## config.mk

```make
export PLATFORM = sky130hd
export DESIGN_NAME = instr_fetch_unit_flat
export DESIGN_NICKNAME = d
export VERILOG_FILES = /design/src/rtl/instr_fetch_unit_pkg.sv /design/src/rtl/instr_fetch_unit_if.sv /design/src/rtl/instr_fetch_unit_fifo.sv /design/src/rtl/instr_fetch_unit.sv /design/src/flat_wrapper.sv
export SDC_FILE = /design/constraint.sdc
export NUM_CORES = 1
export LEC_CHECK = 0
export CAP_MARGIN = 20
export CORE_ASPECT_RATIO = 0.9
export CORE_MARGIN = 3
export CORE_UTILIZATION = 43
export DETAILED_ROUTE_END_ITERATION = 12
export PLACE_DENSITY = 0.81
export SKIP_CTS_REPAIR_TIMING = 1
export SKIP_LAST_GASP = 1
export SLEW_MARGIN = 5
export SYNTH_ARGS = -nofsm -noshare
export SYNTH_HDL_FRONTEND = slang
export SYNTH_SLANG_ARGS = --single-unit
export TNS_END_PERCENT = 10
```

## constraint.sdc

```tcl
create_clock -name clk -period 4.5 [get_ports clk]
set_input_delay 0.9 -clock clk [delete_from_list [all_inputs] [get_ports clk]]
set_output_delay 0.9 -clock clk [all_outputs]
set_load 0.05 [all_outputs]
```

## src/rtl/instr_fetch_unit_pkg.sv

```systemverilog
// rv_fetch_pkg: shared widths, reset PC, fetch FSM states and decode field positions
package rv_fetch_pkg;
  localparam int XLEN = 32;
  localparam logic [XLEN-1:0] RESET_PC_DEF = '0;
  localparam int FIFO_DEPTH_DEF = 2;
  typedef enum logic [1:0] {IDLE, REQ, FLUSH} fetch_state_e;
  localparam int OP_LSB = 0;
  localparam int OP_MSB = 6;
  localparam int F3_LSB = 12;
  localparam int F3_MSB = 14;
  localparam int F7_LSB = 25;
  localparam int F7_MSB = 31;
endpackage

```

## src/rtl/instr_fetch_unit_if.sv

```systemverilog
// instr_fetch_unit_if: instruction memory, redirect and decode-side signals of the fetch unit
interface instr_fetch_unit_if;
  import rv_fetch_pkg::*;
  logic            imem_req;
  logic [XLEN-1:0] imem_addr;
  logic            imem_ack;
  logic [XLEN-1:0] imem_rdata;
  logic            branch_taken;
  logic [XLEN-1:0] branch_target;
  logic            dec_valid;
  logic            dec_ready;
  logic [XLEN-1:0] dec_instr;
  logic [XLEN-1:0] dec_pc;
  logic [6:0]      dec_op;
  logic [2:0]      dec_funct3;
  logic [6:0]      dec_funct7;
  modport master (
    output imem_req, imem_addr, dec_valid, dec_instr, dec_pc, dec_op, dec_funct3, dec_funct7,
    input  imem_ack, imem_rdata, branch_taken, branch_target, dec_ready
  );
  modport slave (
    input  imem_req, imem_addr, dec_valid, dec_instr, dec_pc, dec_op, dec_funct3, dec_funct7,
    output imem_ack, imem_rdata, branch_taken, branch_target, dec_ready
  );
endinterface

```

## src/rtl/instr_fetch_unit_fifo.sv

```systemverilog
// fetch_fifo: synchronous FIFO of {pc, instr} pairs; flush beats push in the same cycle
module fetch_fifo #(
  parameter int W     = 64,
  parameter int DEPTH = 2
) (
  input  logic         clk,
  input  logic         rst,
  input  logic         i_push,
  input  logic         i_pop,
  input  logic         i_flush,
  input  logic [W-1:0] i_data,
  output logic [W-1:0] o_head,
  output logic         o_empty,
  output logic         o_full
);
  localparam int AW = $clog2(DEPTH);
  localparam int CW = AW + 1;
  logic [W-1:0]  r_mem [DEPTH];
  logic [AW-1:0] r_wp, r_rp;
  logic [CW-1:0] r_cnt;
  logic          w_push, w_pop;
  assign o_empty = r_cnt == '0;
  assign o_full  = r_cnt == CW'(DEPTH);
  assign o_head  = r_mem[r_rp];
  assign w_push  = i_push && !o_full && !i_flush;
  assign w_pop   = i_pop && !o_empty;
  // storage array, written only by an accepted push
  always_ff @(posedge clk) begin
    if (w_push) r_mem[r_wp] <= i_data;
  end
  // pointers and occupancy; reset and flush both empty the buffer
  always_ff @(posedge clk) begin
    if (!rst || i_flush) begin
      r_wp  <= '0;
      r_rp  <= '0;
      r_cnt <= '0;
    end else begin
      if (w_push) r_wp <= r_wp + AW'(1);
      if (w_pop) r_rp <= r_rp + AW'(1);
      r_cnt <= r_cnt + CW'(w_push) - CW'(w_pop);
    end
  end
endmodule

```

## src/rtl/instr_fetch_unit.sv

```systemverilog
// instr_fetch_unit: PC + one-outstanding imem reads into a small buffer feeding decode
module instr_fetch_unit
  import rv_fetch_pkg::*;
#(
  parameter logic [XLEN-1:0] RESET_PC   = RESET_PC_DEF,
  parameter int              FIFO_DEPTH = FIFO_DEPTH_DEF
) (
  input logic                clk,
  input logic                rst,
  instr_fetch_unit_if.master bus
);
  fetch_state_e      r_state;
  logic [XLEN-1:0]   r_fpc, r_hold_addr, w_target, w_instr;
  logic [2*XLEN-1:0] w_head;
  logic              w_empty, w_full, w_push, w_pop;
  // a request, once raised in REQ, can only be dropped by a push, so it stays up until ack
  assign bus.imem_req  = (r_state == REQ && !w_full) || r_state == FLUSH;
  assign bus.imem_addr = r_state == FLUSH ? r_hold_addr : r_fpc;
  assign w_push        = r_state == REQ && bus.imem_req && bus.imem_ack && !bus.branch_taken;
  assign w_pop         = bus.dec_valid && bus.dec_ready;
  assign w_target      = bus.branch_target & ~XLEN'(3);
  fetch_fifo #(.W(2*XLEN), .DEPTH(FIFO_DEPTH)) u_fifo (
    .clk     (clk),
    .rst     (rst),
    .i_push  (w_push),
    .i_pop   (w_pop),
    .i_flush (bus.branch_taken),
    .i_data  ({r_fpc, bus.imem_rdata}),
    .o_head  (w_head),
    .o_empty (w_empty),
    .o_full  (w_full)
  );
  assign w_instr        = w_empty ? '0 : w_head[XLEN-1:0];
  assign bus.dec_valid  = !w_empty;
  assign bus.dec_instr  = w_instr;
  assign bus.dec_pc     = w_empty ? '0 : w_head[2*XLEN-1:XLEN];
  assign bus.dec_op     = w_instr[OP_MSB:OP_LSB];
  assign bus.dec_funct3 = w_instr[F3_MSB:F3_LSB];
  assign bus.dec_funct7 = w_instr[F7_MSB:F7_LSB];
  // fetch FSM: redirect always wins the PC; a redirect under a pending read waits it out in FLUSH
  always_ff @(posedge clk) begin
    if (!rst) begin
      r_state     <= IDLE;
      r_fpc       <= RESET_PC;
      r_hold_addr <= RESET_PC;
    end else begin
      if (bus.branch_taken) r_fpc <= w_target;
      else if (w_push) r_fpc <= r_fpc + XLEN'(4);
      unique case (r_state)
        IDLE: r_state <= REQ;
        REQ: begin
          if (bus.branch_taken && bus.imem_req && !bus.imem_ack) begin
            r_state     <= FLUSH;
            r_hold_addr <= r_fpc;
          end
        end
        FLUSH: if (bus.imem_ack) r_state <= REQ;
        default: r_state <= IDLE;
      endcase
    end
  end
endmodule

```

## src/flat_wrapper.sv

```systemverilog
// flat-port wrapper written by rule: the top's interface ports become plain ports
module instr_fetch_unit_flat import rv_fetch_pkg::*;
#(
  parameter logic [XLEN-1:0] RESET_PC   = RESET_PC_DEF,
  parameter int              FIFO_DEPTH = FIFO_DEPTH_DEF
)
  (clk, rst, bus_imem_req, bus_imem_addr, bus_dec_valid, bus_dec_instr, bus_dec_pc, bus_dec_op, bus_dec_funct3, bus_dec_funct7, bus_imem_ack, bus_imem_rdata, bus_branch_taken, bus_branch_target, bus_dec_ready);
  instr_fetch_unit_if bus_i ();
  input logic clk;
  input logic rst;
  output wire logic [$bits(bus_i.imem_req)-1:0] bus_imem_req;
  output wire logic [$bits(bus_i.imem_addr)-1:0] bus_imem_addr;
  output wire logic [$bits(bus_i.dec_valid)-1:0] bus_dec_valid;
  output wire logic [$bits(bus_i.dec_instr)-1:0] bus_dec_instr;
  output wire logic [$bits(bus_i.dec_pc)-1:0] bus_dec_pc;
  output wire logic [$bits(bus_i.dec_op)-1:0] bus_dec_op;
  output wire logic [$bits(bus_i.dec_funct3)-1:0] bus_dec_funct3;
  output wire logic [$bits(bus_i.dec_funct7)-1:0] bus_dec_funct7;
  input wire logic [$bits(bus_i.imem_ack)-1:0] bus_imem_ack;
  input wire logic [$bits(bus_i.imem_rdata)-1:0] bus_imem_rdata;
  input wire logic [$bits(bus_i.branch_taken)-1:0] bus_branch_taken;
  input wire logic [$bits(bus_i.branch_target)-1:0] bus_branch_target;
  input wire logic [$bits(bus_i.dec_ready)-1:0] bus_dec_ready;
  assign bus_imem_req = bus_i.imem_req;
  assign bus_imem_addr = bus_i.imem_addr;
  assign bus_dec_valid = bus_i.dec_valid;
  assign bus_dec_instr = bus_i.dec_instr;
  assign bus_dec_pc = bus_i.dec_pc;
  assign bus_dec_op = bus_i.dec_op;
  assign bus_dec_funct3 = bus_i.dec_funct3;
  assign bus_dec_funct7 = bus_i.dec_funct7;
  assign bus_i.imem_ack = bus_imem_ack;
  assign bus_i.imem_rdata = bus_imem_rdata;
  assign bus_i.branch_taken = bus_branch_taken;
  assign bus_i.branch_target = bus_branch_target;
  assign bus_i.dec_ready = bus_dec_ready;
  instr_fetch_unit #(.RESET_PC(RESET_PC), .FIFO_DEPTH(FIFO_DEPTH)) u_core (.clk(clk), .rst(rst), .bus(bus_i));
endmodule
```

* Yosys cells after proc, flatten, opt, wreduce, memory -nomap -nowiden
Memory sizes are Yosys's and may differ from the RTL's. A register that Yosys moved wholly into a read port is not among the register bits.
Cells that the tools add are included.
** Cells by class
- $add $sub $neg :: 5
- Equal/unequal tests :: 5
- Mux-type cells :: 12
- Bitwise operators :: 1
- Reduce and logical (&&, ||, !) cells :: 23
** Operators with widths (number)
- 2-to-1 mux 32 bit :: 5
- adder 32 x 3 -> 32 bit (second input constant) :: 1
- logical AND 1 bit :: 10
- case mux 2 bit (3 select lines) :: 1
- logical NOT 1 bit :: 5
- equality test 2 bit (second input constant) :: 2
- logical NOT 2 bit :: 2
- 2-to-1 mux 1 bit :: 4
- 2-to-1 mux 2 bit :: 2
- != test 2 bit (second input constant) :: 2
- AND reduction 2 bit :: 2
- adder 1 bit (second input constant) :: 2
- adder 2 x 1 -> 2 bit :: 1
- equality test 2 x 1 -> 1 bit (second input constant) :: 1
- logical OR 1 bit :: 2
- nonzero test 2 bit :: 1
- OR reduction 2 bit :: 1
- subtractor 2 x 1 -> 2 bit :: 1
- NOT 1 bit :: 1
** Word-level totals
- Register bits after elaboration :: 70
- Memory bits (writable) :: 128
- Bits of input ports :: 69
- Output and inout bits :: 115
- Word-level logic and storage cells :: 54
- Memories kept :: 1
** Memory list
- u_core.u_fifo.r_mem :: words 2, bits a word 64, read ports 1, clocked after Yosys merged registers in 1, wr ports 1, RTL line instr_fetch_unit_fifo.sv:18 : logic [W-1:0] r_mem [DEPTH];

* Depth between registers and ports, before layout
Gate-level depths: netlist (run 1).
- Depth in word-level cells :: 11
- Mapped depth :: 10
- Depth with buffers taken out :: 9

* Cells and area by module
A second synthesis (run 1) with hierarchy kept.
** Second synthesis, totals
- Cell total of the unflattened synthesis :: 799
- Area total of the unflattened synthesis :: 8805.9 um^2
** Modules (own cells, without submodules)
- fetch_fifo :: times used 1, cells an instance 229, area an instance 4893.4 um^2, sequential area each 3943.8 um^2
- instr_fetch_unit :: times used 1, cells an instance 570, area an instance 3912.5 um^2, sequential area each 1241.2 um^2

* Least setup slack after synthesis (run 1)
Ideal clock, no wire load.
- Path type :: input to register
- Start :: input bus_branch_taken
- End :: memory u_core.u_fifo.r_mem[0][0], enable pin
- Setup time :: 0.482 ns
- Arrival time :: 4.159 ns
- Data required time :: 4.018 ns
- Setup slack :: -0.142 ns
- Stages on the path :: 5
- Path buffers :: 2
- Cells stage by stage :: clkbuf_1 inv_1 clkbuf_1 nand4_1 nor2_1
** Between the ends
- Cells in the longest elaborated chain, start to end :: 6
** Ends and longest elaborated chain
- from (decl) :: RTL line flat_wrapper.sv:21 : input wire logic [$bits(bus_i.branch_taken)-1:0] bus_branch_taken;
- logical NOT 1 bit * :: RTL line instr_fetch_unit_fifo.sv:25, instr_fetch_unit.sv:19
- logical AND 1 bit :: RTL line instr_fetch_unit.sv:19 : assign w_push = r_state == REQ && bus.imem_req && bus.imem_ack && !bus.branch_taken;
- logical AND 1 bit :: RTL line instr_fetch_unit_fifo.sv:25 : assign w_push = i_push && !o_full && !i_flush;
- logical AND 1 bit * :: RTL line instr_fetch_unit_fifo.sv:25
- 2-to-1 mux 1 bit * :: RTL line instr_fetch_unit_fifo.sv:29 : if (w_push) r_mem[r_wp] <= i_data;
- 2-to-1 mux 1 bit (implied by the code) * :: RTL line instr_fetch_unit_fifo.sv:29
- to (decl) :: RTL line instr_fetch_unit_fifo.sv:18
Mark *: on every way between the ends. The rest lies on a longest branch, timed or not.

==> results.md, run 1 <==
- The run finished with clean final reports.
- Counting flops with an async set or reset pin after synthesis yields a share of 0%.
- Traced cell by cell, the critical path runs through buf_4 -> mux2i_1 -> nor2_1 -> clkdlybuf4s50_1.
- The relative max-transition margin is 35.3%.
- The kind of critical path is register to output pin.
- The combinational power share is 10.9%.
- The number of DRC markers after the initial detailed-route iteration is 641.
- The total standard cell area after synthesis is 0.00832 sq mm.
- The total power of the final layout is 3900 uW.
- The power density over cell area is 362 mW/mm^2.
- Between clock sinks in the finished design, the worst skew comes to 0.00704 ns.
- The cell type of the slowest stage on the worst timing path is clkdlybuf4s50_1.
- The die boundary width is 153 um.
- The effective utilization at floorplan is 44.5%.
- The clock drives 191 sinks.
- By area the synthesized netlist is led by edfxtp_1, dfxtp_1, mux2i_1, nand2_1, nor2_1.
- Across the VDD grid, the largest voltage drop is 0.253 mV.
- The worst path in the final design needs a cycle of 3.67 ns, including I/O delays and setup.
- After detailed routing, the number of remaining DRC violations is 0.
- STA classifies the critical path startpoint as a register.
- The number of flops mapped to enable cells by yosys is 124.
- Buffers placed on the I/O ports in this run total 177.
- The average via count per standard cell is 5.33.
- The via count of the first global-routing pass is 5,826.
- Counting instances in the post-synthesis netlist gives the leading cell types as nand2_1, edfxtp_1, nor2_1.
- The biggest area consumer among synthesized cells is edfxtp_1.
- The number of iterations in the first detailed-routing pass is 5.
- The number of max-cap violations is 0.
- In this run the worst path has a maximum fanout of 40.
- The internal portion of the total power is 2920 uW.
- The highest clock rate is 273 MHz.
- The aggregate negative setup slack is 0 ns.
- For the worst-skew pair, the clock arrives at the later sink with an insertion delay of 0.43 ns.
- The clock network accounts for 38.6% of the total power.
- The H-tree was split into 4 levels.
- Sequential cells burn 50.5% of the power.
- The count of nets left with antenna violations once routing finished came out at 0.
- The setup violation total in the final timing report is 0.
- The final wirelength is 20.6 mm.
- Relative to the synthesized area, the layout overhead comes to 29.4%.
- Setup repair after global routing left no endpoint under its margin.
- In this run the clock root is driven by a clkbuf_16.
- For this design the total switching power over the nets is 973 uW.
- The prevailing post-synth register cell is edfxtp_1.
- The die covers 0.0211 sq mm.
- OpenSTA, run right after detailed placement, puts the worst setup slack at 1.28 ns.
- The final estimated routing congestion in global placement is 0.840.
- The HPWL after detailed placement is 14.1 mm.
- The worst hold path belongs to the class register to register.
- The number of max-slew violations in the final report came to 0.
- The overall via count from detail_route is 6,267.
- The CTS tree is done.
- Entering global routing, the biggest net connects 57 pins.
- The number of placed I/O pins is 184.
- The combined buffer and inverter count along the critical path is 2.
- The total of warnings raised by yosys is 0.
- The endpoint class of the critical path is an output pin.
- For this design the static power due to leakage is 0.00355 uW.
- The number of antenna diodes in the final layout is 0.
- The cell with the most instances after synthesis is nand2_1.
- The floorplan die height is 138 um.
- The average routed wire per standard cell is 17.5 um.
- The number of buffers added by the clock tree synthesis step is 17.
- At the pin with the least slew margin, the transition time is 0.964 ns.
- The ratio of final minimum period to clock period is 81.5%.
- In this design, the largest share of critical-path delay is due to buffers and inverters.
- In this run the deepest clock path goes through 2 buffers.
- The number of hold-slack violations in the final timing report is 0.
- The first global-routing pass estimated 32.1 mm of wire.
- The minimum hold slack is 0.456 ns.
- The number of rows created at floorplan is 47.
- Clock-pin slew was measured on the worst setup and hold paths at 0.07 ns.
- For this run, the total global-route usage over all layers was measured as 19.5%.
- The sequential cell area fraction in the yosys report is 60.9%.
- The per-instance average area after synthesis is 10.7 sq um.
- The synthesized netlist contains 42 unique library cells.
- The region available for standard cell placement spans 0.0187 sq mm.
- The share of the synthesized area in the top cell type is 44.8%.
- The overflow left after global routing is 0.
- The worst path meets setup with 0.835 ns of slack.
- Synthesis handed over a netlist of 781 instances.
- The post-route netlist has 6.34% of its cells at a drive strength greater than 1.
- The flip-flop and latch count after synthesis is 191.
- The fraction of power spent switching nets is 25.0%.
- For this run, the post-layout net count is 990.
- In this design, the stage delay of the slowest critical-path cell is 0.84 ns.
- Data on the critical path is required at its endpoint by 3.60 ns.
- The number of antenna violations at the first check in global routing is 0.
- At the worst endpoint, the arrival time is 2.77 ns.
==> layer usage <==
metal	vias up	part of all wire [%]	global-route usage (%)
met3	25	7.3	5.05
met1	2961	45	27.1
li1	3021	-	-
met4	0	1.3	4.80
met5	-	0	0
met2	260	46	31.0
==> state kept, by name, indices dropped and copies added (netlist names), named ones only <==
name,flops
u_core.r_fpc,30
u_core.u_fifo.r_cnt,2
u_core.u_fifo.r_rp,1
u_core.u_fifo.r_wp,1
u_core.u_fifo.r_mem,124
u_core.r_hold_addr,30
u_core.r_state,2
==> worst register-to-register path, cell delays in order, from the launching register on <==
cell and delay (ns):
dfxtp_1 0.39, nor2b_1 0.32, nand4_1 0.32, nor2_4 0.54, buf_4 0.43
==> stage by stage <==
step                      cell area, sq um  std cells  utilization (%)
final                                10800       1176             57.6
after floorplan                       8330        784                -
after CTS                            10800       1176             57.6
after global routing                 10800       1176             57.6
after global placement               10200       1144             54.4
after detailed placement             10200       1144             54.4
==> worst paths after layout <==
kind / start / end / slack, ns / cells after the start
setup / recovery: register / bus_dec_funct7[4] / 0.83 / 4
hold / removal: u_core.r_hold_addr[9] / u_core.r_hold_addr[9] / 0.46 / 2
setup reg to reg: u_core.r_state[0] / u_core.u_fifo.r_mem[0][18] / 2.17 / 4
hold reg to reg: u_core.r_hold_addr[9] / u_core.r_hold_addr[9] / 0.46 / 2
==> cell type report <==
cell class / instances / area (sq um)
clock buffers: 23 / 499
well taps: 245 / 307
flip-flops and latches: 191 / 5070
inverters: 11 / 41.3
fillers: 1575 / 7930
repair buffers: 193 / 1890
multi-input cells: 504 / 2870
clock inverters: 9 / 92.6
==> power groups by stage <==
| stage | registers [uW] | clock network (uW) | logic (uW) |
|---|---|---|---|
| 3_5_place_dp | 2000 | 0 | 424 |
| 4_1_cts | 1970 | 1530 | 427 |
| 3_3_place_gp | 2000 | 0 | 419 |
| 6_report | 1970 | 1500 | 425 |
| 2_1_floorplan | 1980 | 0 | 271 |
| 5_1_grt | 1970 | 1610 | 454 |
==> cells by family after synthesis <==
| group | share of synthesized area [%] |
|---|---|
| and+or+nand+nor | 16.8 |
| xor gates and xnor gates | 1.16 |
| DFF | 60.9 |
| AOI/OAI and AO/OA | 7.95 |
| muxes | 7.58 |
| buffers and inverters | 5.11 |
| other | 0.0451 |
| adders and majority gates | 0.451 |
==> layout by cell type, fill, tap and decap left out, drive strengths merged, types with 11 or more instances in the layout <==
master and n:
nor4 12, nor3 11, clkdlybuf4s50 177, dfxtp 67
clkbuf 23, nand4 11, nand2 149, edfxtp 124
buf 16, nand3 11, nor2 75, a31oi 16
a21oi 36, mux2i 63, o21ai 29, inv 16
Note: power is estimated with default switching activity, not from simulation.
==> run 2, diff against run 1 <==
==> constraint.sdc (replaced) <==
create_clock -name clk -period 3.3 [get_ports clk]
set_input_delay 0.66 -clock clk [delete_from_list [all_inputs] [get_ports clk]]
set_output_delay 0.66 -clock clk [all_outputs]
set_load 0.05 [all_outputs]
==> run 2 against run 1 <==
Sequential share of layout area down 0.42 points. Total power up 38%. Via count down 0.21%. Critical endpoint is now bus_dec_pc[19]. Largest power group unchanged.
==> results.md, run 2 (synthesis gave the netlist of run 1 again) <==
- The library cells used most frequently in the layout, excluding fill and tap cells, are clkdlybuf4s50_1, nand2_1, edfxtp_1, nor2_1, dfxtp_1.
- Data on the critical path is required at its endpoint by 2.64 ns.
- The total global routing track utilization is 19.1%.
- Max-cap violations in this run came to 0.
- The total area inside the core boundary comes to 0.0187 sq mm.
- The quantity of I/O buffers inserted on ports is 177.
- The worst-margin pin slew is 0.958 ns.
- Dividing the detail-routed wire length by the instance count gives 17.7 um.
- In this run the core area contains 47 standard-cell rows.
- The largest registers in the layout are u_core.u_fifo.r_mem (124), u_core.r_fpc (30), u_core.r_hold_addr (30).
- After layout, the design draws a total of 5370 uW.
- The path class of the lowest-slack min-delay path is register to register.
- Setup repair after global routing could not meet its margin everywhere.
- The power density over cell area is 495 mW/mm^2.
- The number of hold-slack violations in the final timing report was 0.
- Summed over all layers, the global routing overflow is 0.
- The number of placed I/O pins is 184.
- The register ranked first by flip-flop count is u_core.u_fifo.r_mem.
- The worst register-to-register path begins at u_core.u_fifo.r_cnt[0].
- The sequential standard cell area is 0.00507 sq mm.
- The number of inserted diodes is 0.
- The post-route non-filler standard cell count is 1,179.
- Of all nets on the critical path, the largest fanout is 23.
- The leakage power is 0.00358 uW.
- The area used by multi-input combinational logic is 0.00287 sq mm.
- The number of buffers added by the clock tree synthesis step is 17.
- After detailed placement, the design holds a cell count of 1,146.
- The final estimated routing congestion in global placement is 0.850.
- The number of routed nets with antenna violations is 0.
- The startpoint of the lowest-slack hold path is u_core.r_hold_addr[9].
- The overall via count from detail_route is 6,254.
- Entering global routing, the biggest net connects 58 pins.
- The via count of the first global-routing pass is 5,665.
- The start point of the critical path is u_core.u_fifo.r_cnt[0].
- The number of antenna violations at the first check in global routing is 0.
- The flow ran to the end, and the final reports show no timing, DRC or antenna violations.
- The later pin in the worst-skew pair is clocked with a latency of 0.43 ns.
- The HPWL after detailed placement is 13.7 mm.
- The final period demand of the worst path is 3.25 ns.
- Setup violations remaining at the end of the flow were counted as 0.
- For this run, design rule violations remaining after detail routing come to 0.
- The final wirelength is 20.9 mm.
- In this run the deepest clock path goes through 2 buffers.
- The most common cell after layout, fill and taps aside is clkdlybuf4s50_1.
- The clock slew seen by the registers of the worst setup and hold paths is 0.07 ns.
- The floorplan step set the die height to 138 um.
- The number of max-slew violations in the final report is 0.
- The worst setup path is captured at an output pin.
- The net count of the finished layout is 994.
- STA puts the critical path data arrival time at 2.59 ns.
- After layout, the worst path uses 98.5% of the clock period.
- The number of DRC markers after the initial detailed-route iteration is 529.
- The cell sitting at the root of the clock tree is a clkbuf_16.
- Once layout is complete, the utilization of the core stands at 58.1%.
- The relative max-transition margin is 36.1%.
- After filler insertion, the fill cell instance count of the layout stands at 1,543.
- The ratio of cells with drive above 1 in the final layout is 6.85%.
- The highest clock rate is 308 MHz.
- The die area is 0.0211 sq mm.
- The clock sink count is 191.
- The area growth from synthesis to layout is 30.6%.
- The first global-routing pass estimated 31.1 mm of wire.
- The CTS tree is done.
- After detailed routing, the number of vias per cell comes to 5.30.
- The number of flip-flops in the largest register is 124.
- The critical path in this run is classified as register to output pin.
- The worst setup skew after layout is 0.00943 ns.
- The first TritonRoute pass finished after 5 iterations.
- The area after detailed placement is 0.0102 sq mm.
- STA classifies the critical path startpoint as a register.
- Across all register-to-register paths, the minimum setup slack is 0.69 ns.
- After routing, the total negative slack on setup checks comes to 0 ns.
- After routing the design area is 0.0109 sq mm.
- The effective utilization at floorplan is 44.5%.
- The worst-case IR drop observed on VDD is 0.359 mV.
- The die boundary width is 153 um.
- CTS built an H-tree with a depth of 4.
-- run 2: through the flow --
step           worst slack [ns]  hold slack, ns
6_report                 0.0485           0.455
5_1_grt                 -0.0707           0.475
4_1_cts                  -0.249           0.456
3_5_place_dp              0.220           0.447
3_3_place_gp              0.328           0.441
2_1_floorplan           -0.0996           0.420
-- run 2: layout make-up --
class / instances / area share [%]
multi-input cells: 505 / 26.4
clock inverters: 14 / 1.62
inverters: 11 / 0.380
well taps: 245 / 2.82
repair buffers: 196 / 18.2
clock buffers: 17 / 3.92
flip-flops and latches: 191 / 46.7
-- run 2: worst max-delay path, cell delays in order, from the launching register on --
cell and delay (ns):
dfxtp_1 0.40, nor2_4 0.54, buf_4 0.38, nor2_1 0.10, clkdlybuf4s50_1 0.72
-- run 2: final timing paths --
| path | endpoint | cells past startpoint |
|---|---|---|
| max | bus_dec_pc[19] | 4 |
| min | u_core.r_hold_addr[9] | 2 |
| max reg2reg | u_core.u_fifo.r_cnt[1] | 9 |
| min reg2reg | u_core.r_hold_addr[9] | 2 |
-- run 2: report_power, final --
group	leakage [uW]	internal [uW]	switching, uW	total, uW
sequential	0.00168	2610	73.1	2680
clock	0.000288	1150	954	2100
combinational	0.00161	224	366	590
total	0.00358	3980	1390	5370
-- run 2: metal layers --
| layer | global-route usage, % | share of wire, % | up-vias |
|---|---|---|---|
| met4 | 5.29 | 1.1 | 0 |
| met1 | 27.0 | 46 | 2953 |
| li1 | - | - | 3031 |
| met3 | 4.68 | 7.2 | 16 |
| met5 | 0 | 0 | - |
| met2 | 29.7 | 45 | 254 |
